**src/rtl/lab4_pkg.sv**
```systemverilog
// Shared constants, FSM state encoding and helpers for the lab4 round-robin arbiter.
package lab4_pkg;

    localparam int unsigned N_REQ        = 4;
    localparam int unsigned IDX_W        = 2;
    localparam int unsigned MAX_HOLD_DEF = 8;

    typedef enum logic {
        ST_IDLE = 1'b0,
        ST_BUSY = 1'b1
    } state_t;

    // One-hot decode of a requester index.
    function automatic logic [N_REQ-1:0] idx_onehot(input logic [IDX_W-1:0] idx);
        return N_REQ'(1) << idx;
    endfunction

endpackage

```
**src/rtl/lab4_4_rr_prio_enc.sv**
```systemverilog
// Round-robin winner selection: rotate req by ptr, then pick the lowest set rotated index.
module lab4_4_rr_prio_enc
    import lab4_pkg::*;
(
    input  logic [N_REQ-1:0] req,
    input  logic [IDX_W-1:0] ptr,
    output logic [IDX_W-1:0] winner,
    output logic             any_req
);

    logic [N_REQ-1:0] rot;
    logic [IDX_W-1:0] offset;

    always_comb begin
        rot    = '0;
        offset = '0;
        for (int i = 0; i < int'(N_REQ); i++) begin
            rot[i] = req[IDX_W'(ptr + IDX_W'(i))];
        end
        // Scan downward so the lowest set rotated index is the last one written.
        for (int i = int'(N_REQ) - 1; i >= 0; i--) begin
            if (rot[i]) begin
                offset = IDX_W'(i);
            end
        end
        winner  = IDX_W'(ptr + offset);
        any_req = |req;
    end

endmodule

```
**src/rtl/lab4_4_rr_arbiter.sv**
```systemverilog
// Four-requester round-robin arbiter with registered one-hot grant.
// Define LAB4_ARB_TIMEOUT_EN to build the MAX_HOLD forced-release timeout.
module lab4_4_rr_arbiter
    import lab4_pkg::*;
#(
    parameter int unsigned MAX_HOLD = MAX_HOLD_DEF
) (
    input  logic             clk,
    input  logic             rst,
    input  logic [N_REQ-1:0] req,
    output logic [N_REQ-1:0] grant,
    output logic [IDX_W-1:0] grant_id,
    output logic             grant_valid,
    output logic             timeout
);

    if (MAX_HOLD < 1) begin : g_bad_max_hold
        $error("MAX_HOLD must be at least 1");
    end

    state_t           state_q, state_d;
    logic [IDX_W-1:0] ptr_q, ptr_d;
    logic [IDX_W-1:0] id_d;
    logic [N_REQ-1:0] grant_d;
    logic             valid_d;
    logic             timeout_d;
    logic [IDX_W-1:0] winner;
    logic             any_req;

`ifdef LAB4_ARB_TIMEOUT_EN
    localparam int unsigned HOLD_W = (MAX_HOLD > 1) ? $clog2(MAX_HOLD) : 1;
    logic [HOLD_W-1:0] hold_q, hold_d;
`endif

    lab4_4_rr_prio_enc u_prio_enc (
        .req     (req),
        .ptr     (ptr_q),
        .winner  (winner),
        .any_req (any_req)
    );

    // Next-state and next-output logic.
    always_comb begin
        state_d   = state_q;
        ptr_d     = ptr_q;
        id_d      = grant_id;
        timeout_d = 1'b0;
`ifdef LAB4_ARB_TIMEOUT_EN
        hold_d    = hold_q;
`endif
        case (state_q)
            ST_IDLE: begin
                if (any_req) begin
                    state_d = ST_BUSY;
                    id_d    = winner;
`ifdef LAB4_ARB_TIMEOUT_EN
                    hold_d  = '0;
`endif
                end
            end
            ST_BUSY: begin
                if (!req[grant_id]) begin
                    state_d = ST_IDLE;
                    ptr_d   = IDX_W'(grant_id + 1'b1);
                    id_d    = '0;
                end
`ifdef LAB4_ARB_TIMEOUT_EN
                // hold_q counts completed BUSY cycles minus one.
                else if (hold_q == HOLD_W'(MAX_HOLD - 1)) begin
                    state_d   = ST_IDLE;
                    ptr_d     = IDX_W'(grant_id + 1'b1);
                    id_d      = '0;
                    timeout_d = 1'b1;
                end else begin
                    hold_d = HOLD_W'(hold_q + 1'b1);
                end
`endif
            end
            default: begin
                state_d = ST_IDLE;
                id_d    = '0;
            end
        endcase
        valid_d = (state_d == ST_BUSY);
        grant_d = valid_d ? idx_onehot(id_d) : '0;
    end

    // State and output registers.
    always_ff @(posedge clk) begin
        if (rst) begin
            state_q     <= ST_IDLE;
            ptr_q       <= '0;
            grant       <= '0;
            grant_id    <= '0;
            grant_valid <= 1'b0;
            timeout     <= 1'b0;
`ifdef LAB4_ARB_TIMEOUT_EN
            hold_q      <= '0;
`endif
        end else begin
            state_q     <= state_d;
            ptr_q       <= ptr_d;
            grant       <= grant_d;
            grant_id    <= id_d;
            grant_valid <= valid_d;
            timeout     <= timeout_d;
`ifdef LAB4_ARB_TIMEOUT_EN
            hold_q      <= hold_d;
`endif
        end
    end

endmodule

```
**config.mk**
```make
export PLATFORM = sky130hd
export DESIGN_NAME = lab4_4_rr_arbiter
export DESIGN_NICKNAME = d
export VERILOG_FILES = /design/src/rtl/lab4_pkg.sv /design/src/rtl/lab4_4_rr_prio_enc.sv /design/src/rtl/lab4_4_rr_arbiter.sv
export SDC_FILE = /design/constraint.sdc
export NUM_CORES = 1
export LEC_CHECK = 0
export CAP_MARGIN = 20
export CORE_UTILIZATION = 40
export DETAILED_ROUTE_END_ITERATION = 10
export GPL_TIMING_DRIVEN = 1
export PLACE_DENSITY_LB_ADDON = 0.3
export SLEW_MARGIN = 20
export SYNTH_ARGS = -nofsm -noshare
export SYNTH_HDL_FRONTEND = slang
export SYNTH_SLANG_ARGS = --single-unit
export TNS_END_PERCENT = 5
```
**constraint.sdc**
```tcl
create_clock -name clk -period 4.15 [get_ports clk]
set_clock_uncertainty 0.15 [all_clocks]
set_input_delay 0.6225 -clock clk [delete_from_list [all_inputs] [get_ports clk]]
set_output_delay 0.6225 -clock clk [all_outputs]
set_load 0.01 [all_outputs]
```
Yosys cells after proc, flatten, opt, wreduce, memory -nomap -nowiden
Index checks and enable logic that the tools add are counted.
{ "classes": {"reduce_logical": 3, "n_addsub": 5, "bitwise": 3, "shift": 1, "order_cmp": 5, "muxes": 20} }
{ "op_table": {"columns": ["op", "n"], "rows": [
  ["$lt 2x3->1 const B", 5],
  ["$mux 2", 6],
  ["$bmux 1 s2", 5],
  ["$mux 1", 7],
  ["$add 2x1->2 const B", 2],
  ["$add 2x2->2 const B", 2],
  ["$pmux 2 s2", 1],
  ["$reduce_or 4->1", 1],
  ["$shl 1x2->4 const A", 1],
  ["$not 1->1", 3],
  ["$add 2x2->2", 1],
  ["$pmux 1 s2", 1],
  ["$reduce_and 2->1", 1],
  ["$reduce_or 2->1", 1]
]} }
{ "word_totals": {"input_bits": 6, "word_cells": 41, "out_inout_bits": 8, "ff_bits": 9} }

Longest topological paths before layout
Gate-level depths: netlist of run 1.
{ "logic_depth": {"word_depth": 11, "depth_mapped": 11, "ltp_nobuf": 10} }

Modules after synthesis
A second synthesis of run 1 with hierarchy kept.
{ "unflattened": {"cells_unflattened": 67, "hier_area_um2": 619.3} }
{ "by_module_without_submodules": {"columns": ["mod", "area_each_um2", "seq_area_each_um2", "n_inst", "cells_each"], "rows": [
  ["lab4_4_rr_arbiter", 437.9, 180.2, 1, 40],
  ["lab4_4_rr_prio_enc", 181.4, 0.0, 1, 27]
]} }

Worst setup path before layout of run 1
No wires, ideal clock.
{ "synth_path": {"kind": "input -> register", "start": "input req[0]", "end": "register grant[1]", "setup_time_ns": 0.073, "arrival_ns": 2.371, "path_stages": 10, "required_time_ns": 3.927, "setup_slack_ns": 1.556, "path_buffers": 1, "path_cell_list": "buf_2 nor2_1 a211oi_1 a31oi_1 a211o_1 ha_1 or4b_1 o41ai_2 o31ai_1 nor3_2"} }
{ "synth_via": {"elab_chain_len": 10, "word_cells_on_any_way": 25, "cone_classes": "1 x add/sub; 1 x shift; 20 x mux; 1 x bitwise; 2 x reduce/logical"} }
{ "synth_lines": {"columns": ["item", "line", "source"], "rows": [
  ["start, declared", "lab4_4_rr_arbiter.sv:10", "input logic [N_REQ-1:0] req,"],
  ["$bmux 1 s2", "lab4_4_rr_prio_enc.sv:18", "rot[i] = req[IDX_W'(ptr + IDX_W'(i))];"],
  ["$mux 1 (not written as such)", "lab4_4_rr_prio_enc.sv:18", null],
  ["$mux 2 (4 in series)", "lab4_4_rr_prio_enc.sv:22", "if (rot[i]) begin"],
  ["$add 2x2->2", "lab4_4_rr_prio_enc.sv:26", "winner = IDX_W'(ptr + offset);"],
  ["$mux 2", "lab4_4_rr_arbiter.sv:53", "if (any_req) begin"],
  ["$pmux 2 s2", "lab4_4_rr_arbiter.sv:51", "case (state_q)"],
  ["$shl 1x2->4", "lab4_pkg.sv:15", "return N_REQ'(1) << idx;"],
  ["end signal, assigned", "lab4_4_rr_arbiter.sv:103", "grant <= grant_d;"],
  ["end, declared", "lab4_4_rr_arbiter.sv:11", "output logic [N_REQ-1:0] grant,"]
]} }
Parallel ways exist; a longest one is shown, timed or not. The select of a mux whose other input is x is not followed.
A chain may end at the register's enable or synchronous reset.

Final worst setup path of run 1
{ "layout_path": {"start": "input req[2]", "end": "register grant[1]"} }
The elaborated chain is that of the path after synthesis.

==> flow_summary_export.csv, run 1 <==
group,metric,value,unit
timing,drv_slew,0,
floorplanning,io_pins,14,
worst_setup_path,end_kind,"flop",
layout,antenna_cells,0,
floorplanning,coreArea,1540,µm²
yosys,ys_types,43,
place,dpl_cell_area,764,µm²
power_and_ir_drop,p_per_area,375,nW/µm²
cts,cts_tree,"done",
min_path,hold_path_class,"reg2reg",
worst_setup_path,ff2ff_setup_slack,1.60,ns
place,gp_congestion,0.814,
grt,use_met3,0.0340,
grt,antenna_found_initial,0,
cts,clock_path_buffers,2,
worst_setup_path,crit_buf_inv,2,
layout,fin_nets,97,
cts,htree_num_levels,1,
timing,hold_viol_final,0,
worst_setup_path,cpPeakStageDelay,0.60,ns
floorplanning,die-height,42.9,µm
floorplanning,initial_utilization,0.434,
power_and_ir_drop,peakVddDrop,0.000226,V
grt,track_usage,0.167,
worst_setup_path,crit_type,"in2reg",
yosys,synth-main-ff-cell,"dfxtp_1",
cts,clock_sinks,9,
yosys,syn_nets,87,
worst_setup_path,cp_top_family,"buffers and inverters",
drt,route.detailed.drc,0,
place,dp.cells,101,
grt,met1_usage,0.225,
drt,vias,606,
drt,wl_per_cell,13.6,µm
floorplanning,die_area,1840,µm²
yosys,synth.yosys.seq_area_share,0.269,
yosys,syn_area_per_cell,8.37,µm²
timing,fin_tns_setup,0,ns
worst_setup_path,cp-start-kind,"input pin",
place,dpl.hpwl,1060,µm
worst_setup_path,ff2ff_path_depth,9,
drt,ant_nets,0,
grt,overflow,0,
worst_setup_path,critPathSlowestCell,"clkdlybuf4s50_1",
drt,drt_wl_total,1420,µm
drt,first_pass_iters,4,
yosys,yosysTopAreaCellShare,0.269,
worst_setup_path,rr_endpoint,"grant[1]",
layout,drive_gt1_frac,0.146,
worst_setup_path,crit_arrival,3.15,ns
yosys,synthesis.instances,80,
drt,drt_iter0_drc,9,
grt,busiest_layer,"met2",
layout,layout.cells.non_filler,105,
cts,cts-hold-fix-buffers,0,
yosys,synth.most_common_cell,"dfxtp_1",
min_path,hold_end,"ptr_q[1]",
cts,cts_buffers,3,
worst_setup_path,crit_chain,"clkdlybuf4s50_1 -> inv_1 -> nor3_1 -> a211oi_1 -> a31oi_1 -> a211o_1 -> ha_1 -> or4b_1 -> o41ai_2 -> o31ai_1 -> nor3_2",
floorplanning,dieWidth,42.9,µm
timing,rsz0062_at_grt,"false",
cts,insertion_delay,0.27,ns
cts,cts_root_buf,"clkbuf_4",
grt,grt_max_degree,12,
min_path,min-delay-start,"ptr_q[1]",
layout,stdcell_area,791,µm²
worst_setup_path,r2r-start,"ptr_q[0]",
min_path,min_path_cells,2,
cts,clk_pin_slew_worst_paths,0.06,ns
timing,fin_crit,3.11,ns
cts,cts_resized,0,
place,io_buffers,12,
power_and_ir_drop,leakage,0.283,nW
drt,vias_per_cell,5.77,
yosys,yosys_warnings,0,
timing,timing.fmax,322,MHz
worst_setup_path,worst-path-max-fanout,10,
grt,grt_pass1_vias,547,
grt,grt_pass1_wl,2380,µm
yosys,yosys_register_bits,9,
worst_setup_path,required,4.19,ns
cts,post_cts_buffers,0,
timing,finalCritPeriodShare,0.749,
grt,use_met2,0.255,
yosys,async_flop_share,0,
layout,syn2layout_area_growth,18.1,%
yosys,syn_area,669,µm²
yosys,synth_edf_count,0,
run,maxCapViolCount,0,
yosys,synthTopCellsByCount,"dfxtp_1, nor2_1, nor3_1",
yosys,netlist_top_cells_area,"dfxtp_1, nor3_1, nor2_1, a21oi_1, a211oi_1",
outcome,status,"finished clean",
yosys,synth_top_area_cell,"dfxtp_1",
timing,setup_viol_count_final,0,
floorplanning,core.rowCount,14,
[state kept, by name, summed over array words and instances (netlist names)]
signal / cells
ptr_q: 2
grant: 4
state_q: 1
grant_id: 2
[area by class of cell]
| class | count | area (µm²) |
|---|---|---|
| clock buffers | 4 | 26.3 |
| inverters | 4 | 15.0 |
| flip-flops and latches | 9 | 180 |
| fillers | 146 | 751 |
| repair buffers | 12 | 120 |
| well taps | 16 | 20.0 |
| multi-input cells | 60 | 429 |
[kinds of logic after synthesis]
logic type      share of synthesized area
buf+inv                            0.0897
other cells                       0.00560
mux                                0.0505
flops                               0.269
fa+ha+maj                          0.0187
xor+xnor                           0.0262
compound gates                      0.258
simple gates                        0.282
[metal layers]
metal  wire (µm)  vias up
met5           0        -
met3          61        5
met4          27        0
met2         646        9
met1         688      282
li1            -      310
[layout by cell type (no fill, tap or decap), types with 2 or more instances in the layout]
cell and instances:
clkbuf_4 3, o31ai_1 2, inv_1 4, nor3_1 6, dfxtp_1 9, o21ai_0 2
o211ai_1 2, clkdlybuf4s50_1 12, a21oi_1 5, a211oi_1 3, nand2_1 4, nor2_1 7
[power by group]
part           total [mW]  internal [mW]  switching [mW]
Clock              0.0690         0.0371          0.0319
Sequential          0.115         0.0994          0.0153
Combinational       0.113         0.0562          0.0565
[worst min-delay path: cells and delay by family (launching register included)]
kind	cells	cell delay [ns]
AOI/OAI and AO/OA	1	0.05
DFF	1	0.37
and+or+nand+nor	1	0.12
[through the flow]
step            util  setup slack [ns]  hold WS [ns]  total power, mW
2_1_floorplan      -              1.56         0.382            0.194
3_3_place_gp   0.496             0.846         0.423            0.226
3_5_place_dp   0.496             0.756         0.431            0.228
4_1_cts        0.513              1.02         0.445            0.295
5_1_grt        0.513             0.765         0.480            0.317
6_report       0.513              1.04         0.444            0.296
[worst max-delay path by stage]
stage,cells after the start,slack [ns],start,end
floorplan,10,1.56,req[0],grant[1]
global placement,11,0.85,req[2],grant[1]
detailed placement,11,0.76,req[2],grant[1]
CTS,11,1.02,req[2],grant[1]
global route,11,0.77,req[2],grant_id[1]
finish,11,1.04,req[2],grant[1]
No activity file was read; power rests on OpenSTA's default activity.
==> run 2, diff against run 1 <==
==> constraint.sdc (replaced) <==
create_clock -name clk -period 3.15 [get_ports clk]
set_clock_uncertainty 0.15 [all_clocks]
set_input_delay 0.4725 -clock clk [delete_from_list [all_inputs] [get_ports clk]]
set_output_delay 0.4725 -clock clk [all_outputs]
set_load 0.01 [all_outputs]
==> run 2 against run 1 <==
Net effect: total power up 32%; register-to-register slack got worse by 0.98 ns; final area is 3.8% higher; combinational power rose by 35%; worst hold slack lost 0.0087 ns; critical path depth shrank 1; critical endpoint is now grant[3].
==> flow_summary_export.csv, run 2 (synthesis results as in run 1) <==
group,metric,value,unit
cts,cts_tree,"done",
worst_setup_path,critPathSlowestCell,"clkdlybuf4s50_1",
drt,vias_per_cell,5.61,
power_and_ir_drop,p_int,0.257,mW
worst_setup_path,crit_arrival,2.68,ns
timing,setup_viol_count_final,0,
layout,fin_nets,101,
min_path,hold_path_class,"reg2reg",
worst_setup_path,ff2ff_path_depth,9,
drt,wl_met3,48,µm
grt,grt_pass1_wl,2220,µm
timing,finalCritPeriodShare,0.856,
worst_setup_path,crit_chain,"clkdlybuf4s50_1 -> nor3_1 -> a211oi_1 -> a31oi_1 -> a211o_1 -> ha_1 -> xor2_1 -> or3_1 -> nor3_1 -> nor3_1",
floorplanning,coreArea,1540,µm²
cts,cts_buffers,3,
timing,rsz0062_at_grt,"false",
worst_setup_path,required,3.14,ns
cts,htree_num_levels,1,
outcome,status,"finished clean",
drt,first_pass_iters,4,
worst_setup_path,crit_type,"in2reg",
cts,post_cts_buffers,0,
power_and_ir_drop,p_switching,0.135,mW
timing,setup_ws,0.454,ns
layout,layout_common_cells,"clkdlybuf4s50_1, dfxtp_1, nor2_1",
layout,drive_gt1_frac,0.183,
drt,wl_met2,627,µm
timing,fin_tns_setup,0,ns
power_and_ir_drop,p_per_area,477,nW/µm²
worst_setup_path,rr_endpoint,"grant[3]",
worst_setup_path,path_common_cell,"nor3_1",
worst_setup_path,end_kind,"flop",
layout,num-fill-cells,144,
worst_setup_path,cp-start-kind,"input pin",
drt,wl_per_cell,12.7,µm
grt,antenna_found_initial,0,
floorplanning,initial_utilization,0.434,
floorplanning,dieWidth,42.9,µm
worst_setup_path,cpPeakStageDelay,0.55,ns
drt,dr.max_layer_used,"met4",
layout,reg_top3,"grant: 4 flops, grant_id: 2 flops, ptr_q: 2 flops",
drt,wl_met1,688,µm
drt,route.detailed.drc,0,
timing,timing.fmax,371,MHz
run,maxCapViolCount,0,
drt,ant_nets,0,
layout,final_common_cell,"clkdlybuf4s50_1",
place,io_buffers,12,
place,gp_congestion,0.796,
cts,cts_resized,0,
layout,syn2layout_area_growth,22.6,%
drt,drt_iter0_drc,13,
grt,track_usage,0.161,
place,dpl.hpwl,1060,µm
power_and_ir_drop,pwr-share-comb,0.388,
worst_setup_path,critPathLaunch,"req[1]",
drt,drt_wl_total,1380,µm
place,detailedPlace.worstSlack,0.186,ns
grt,overflow,0,
layout,regMostFlops,"grant",
floorplanning,die_area,1840,µm²
grt,grt_max_degree,12,
timing,drv_slew,0,
power_and_ir_drop,switching_share,0.344,
power_and_ir_drop,leakage,0.302,nW
floorplanning,die-height,42.9,µm
grt,grt_pass1_vias,531,
cts,clock_path_buffers,2,
cts,clk_pin_slew_worst_paths,0.06,ns
timing,fin_crit,2.70,ns
place,dp.cells,105,
timing,hold_viol_final,0,
power_and_ir_drop,p_seq_frac,0.383,
layout,largest_reg_flops,4,
worst_setup_path,worst-path-max-fanout,5,
floorplanning,core.rowCount,14,
worst_setup_path,critPathCapture,"grant[3]",
floorplanning,io_pins,14,
power_and_ir_drop,power.share.clock,0.229,
worst_setup_path,r2r-start,"ptr_q[0]",
worst_setup_path,ff2ff_setup_slack,0.62,ns
power_and_ir_drop,peakVddDrop,0.000300,V
layout,antenna_cells,0,
cts,clock_sinks,9,
cts,cts_root_buf,"clkbuf_4",
drt,vias,612,
cts,cts-hold-fix-buffers,0,
cts,insertion_delay,0.26,ns
layout,layout.cells.non_filler,109,
[run 2: changes by cell type in the layout (fill, tap and decap cells not counted)]
cell	delta
buf_4	+4
[run 2: routing by layer]
metal	track usage	vias to the layer above
li1	-	318
met1	0.199	280
met2	0.252	12
met3	0.0128	2
met4	0.131	0
met5	0	-
[run 2: power groups by stage]
stage,combinational [mW],sequential (mW),clock (mW)
2_1_floorplan,0.105,0.150,0
3_3_place_gp,0.149,0.153,0
3_5_place_dp,0.151,0.153,0
4_1_cts,0.152,0.150,0.0930
5_1_grt,0.165,0.153,0.0990
6_report,0.152,0.150,0.0898
[run 2: worst min-delay path by stage]
stage	slack, ns	to	startpoint	cells after the start
4_1_cts	0.44	ptr_q[1]	ptr_q[1]	2
6_report	0.44	ptr_q[1]	ptr_q[1]	2
3_5_place_dp	0.43	ptr_q[1]	ptr_q[1]	2
3_3_place_gp	0.43	ptr_q[1]	ptr_q[1]	2
2_1_floorplan	0.38	ptr_q[1]	ptr_q[1]	2
5_1_grt	0.46	ptr_q[1]	ptr_q[1]	2
[run 2: layout make-up]
cell class | instances | area, µm² | area share
Tap cell | 16 | 20.0 | 0.0244
Multi-Input combinational cell | 60 | 429 | 0.523
Inverter | 4 | 15.0 | 0.0183
Clock buffer | 4 | 26.3 | 0.0320
Sequential cell | 9 | 180 | 0.220
Timing Repair Buffer | 16 | 150 | 0.183
[run 2: per-stage QoR]
stage	utilization	hold WS, ns	power [mW]	instance area, µm²
floorplan	-	0.382	0.255	669
global route	0.532	0.463	0.417	821
detailed placement	0.515	0.432	0.304	795
global placement	0.515	0.427	0.301	795
CTS	0.532	0.442	0.395	821
finish	0.532	0.435	0.392	821
[run 2: worst max-delay path, delay by kind of cell]
| family | cells | cell delay [ns] |
|---|---|---|
| AOI/OAI and AO/OA | 3 | 0.52 |
| xor gates and xnor gates | 1 | 0.15 |
| and+or+nand+nor | 4 | 0.80 |
| buffers and inverters | 1 | 0.55 |
| adders and majority gates | 1 | 0.18 |
==> run 3, diff against run 2 <==
--- a/config.mk
+++ b/config.mk
@@ -6,11 +6,13 @@
 export NUM_CORES = 1
 export LEC_CHECK = 0
 export CAP_MARGIN = 20
-export CORE_UTILIZATION = 40
+export CELL_PAD_IN_SITES_DETAIL_PLACEMENT = 0
+export CELL_PAD_IN_SITES_GLOBAL_PLACEMENT = 1
+export CORE_UTILIZATION = 36
 export DETAILED_ROUTE_END_ITERATION = 10
 export GPL_TIMING_DRIVEN = 1
 export PLACE_DENSITY_LB_ADDON = 0.3
-export SLEW_MARGIN = 20
+export SLEW_MARGIN = 10
 export SYNTH_ARGS = -nofsm -noshare
 export SYNTH_HDL_FRONTEND = slang
 export SYNTH_SLANG_ARGS = --single-unit
==> run 3 against run 2 <==
Net effect: flip-flop and latch count unchanged; die area up 11%; combinational power about the same.
==> flow_summary_export.csv, run 3 (synthesis results as in run 1) <==
group,metric,value,unit
outcome,status,"finished clean",
timing,fin_tns_setup,0,ns
timing,fin_hold_ws,0.429,ns
layout,largest_reg_flops,4,
worst_setup_path,ff2ff_path_depth,9,
grt,track_usage,0.155,
min_path,hold_end,"ptr_q[1]",
drt,vias,606,
layout,drive_gt1_frac,0.191,
cts,cts_root_buf,"clkbuf_4",
drt,route.detailed.drc,0,
power_and_ir_drop,switching_share,0.338,
place,io_buffers,12,
drt,drt_wl_total,1280,µm
worst_setup_path,crit_arrival,2.70,ns
timing,rsz0062_at_grt,"false",
cts,clock_sinks,9,
power_and_ir_drop,p_per_area,464,nW/µm²
cts,cts_resized,0,
grt,use_met3,0.0600,
run,maxCapViolCount,0,
grt,busiest_layer,"met2",
worst_setup_path,rr_endpoint,"grant[1]",
floorplanning,die_area,2040,µm²
worst_setup_path,end_kind,"flop",
power_and_ir_drop,p_int,0.258,mW
layout,final_common_cell,"clkdlybuf4s50_1",
grt,use_met2,0.232,
timing,hold_viol_final,0,
layout,reg_top3,"grant: 4 flops, grant_id: 2 flops, ptr_q: 2 flops",
drt,ant_nets,0,
timing,finalCritPeriodShare,0.844,
place,dpl.hpwl,1000,µm
power_and_ir_drop,peakVddDrop,0.000283,V
layout,stdcell_area,840,µm²
timing,drv_slew,0,
floorplanning,initial_utilization,0.388,
floorplanning,die-height,45.1,µm
drt,drt_iter0_drc,12,
layout,layout.area.seq,180,µm²
place,dp.cells,115,
place,gp_congestion,0.790,
power_and_ir_drop,p_seq_frac,0.386,
layout,fin_nets,102,
worst_setup_path,crit_type,"in2reg",
layout,multi_input_area,429,µm²
worst_setup_path,r2r-start,"ptr_q[0]",
cts,insertion_delay,0.26,ns
floorplanning,core.rowCount,15,
layout,regMostFlops,"grant",
power_and_ir_drop,leakage,0.307,nW
cts,clk_pin_slew_worst_paths,0.06,ns
min_path,min_path_cells,2,
timing,fin_crit,2.66,ns
place,dpl_cell_area,813,µm²
cts,cts_tree,"done",
cts,cts-hold-fix-buffers,0,
grt,antenna_found_initial,0,
cts,clock_path_buffers,2,
drt,first_pass_iters,3,
timing,setup_viol_count_final,0,
grt,overflow,0,
cts,cts_buffers,3,
worst_setup_path,required,3.19,ns
power_and_ir_drop,power.share.clock,0.222,
drt,vias_per_cell,5.09,
min_path,min-delay-start,"ptr_q[1]",
cts,htree_num_levels,1,
cts,post_cts_buffers,0,
layout,antenna_cells,0,
power_and_ir_drop,p_switching,0.132,mW
grt,met1_usage,0.216,
worst_setup_path,ff2ff_setup_slack,0.62,ns
layout,num-fill-cells,174,
layout,syn2layout_area_growth,25.4,%
drt,wl_per_cell,10.8,µm
layout,layout.cells.non_filler,119,
worst_setup_path,cp-start-kind,"input pin",
worst_setup_path,worst-path-max-fanout,3,
grt,grt_pass1_vias,557,
timing,timing.fmax,376,MHz
power_and_ir_drop,pwr-share-comb,0.391,
grt,grt_pass1_wl,2330,µm
floorplanning,dieWidth,45.1,µm
grt,grt_max_degree,12,
min_path,hold_path_class,"reg2reg",
floorplanning,io_pins,14,
layout,layout_common_cells,"clkdlybuf4s50_1, dfxtp_1, nor2_1",
floorplanning,coreArea,1730,µm²
run 3: cell types whose count changed in the layout (fill, tap and decap cells not counted):
cell	previous run	this run
buf_4	4	5
run 3: area by class of cell:
type / instances / area share
Sequential cell: 9 / 0.215
Tap cell: 25 / 0.0373
Inverter: 4 / 0.0179
Multi-Input combinational cell: 60 / 0.511
Clock buffer: 4 / 0.0313
Timing Repair Buffer: 17 / 0.188
run 3: layer usage:
layer	vias to the layer above	routed length [µm]
li1	324	-
met1	269	672
met2	13	548
met3	0	60
met4	0	0
met5	-	0
run 3: power groups by stage:
stage               registers, mW  logic, mW  clock network [mW]
finish                      0.150      0.152              0.0866
global route                0.153      0.169              0.0958
global placement            0.153      0.152                   0
floorplan                   0.150      0.105                   0
detailed placement          0.152      0.152                   0
CTS                         0.150      0.152              0.0895
run 3: through the flow:
stage / setup WS, ns / utilization / power [mW]
global route: 0.303 / 0.486 / 0.418
floorplan: 0.706 / - / 0.255
global placement: 0.227 / 0.471 / 0.305
CTS: 0.498 / 0.486 / 0.392
finish: 0.490 / 0.486 / 0.389
detailed placement: 0.243 / 0.471 / 0.304
run 3: worst max path at each step:
stage	depth (start not counted)	start	endpoint	slack, ns
2_1_floorplan	10	req[0]	grant[1]	0.71
3_3_place_gp	10	req[0]	grant[1]	0.23
6_report	10	req[0]	grant[1]	0.49
4_1_cts	10	req[0]	grant[1]	0.50
5_1_grt	11	req[2]	grant_id[1]	0.30
3_5_place_dp	10	req[0]	grant[1]	0.24
run 3: worst max-delay path, cell delays in order:
cell	delay, ns
clkdlybuf4s50_1	0.51
nor2_1	0.05
a211oi_1	0.25
a31oi_1	0.07
a211o_1	0.24
ha_1	0.31
or4b_1	0.46
o41ai_2	0.09
o31ai_1	0.15
nor3_2	0.11
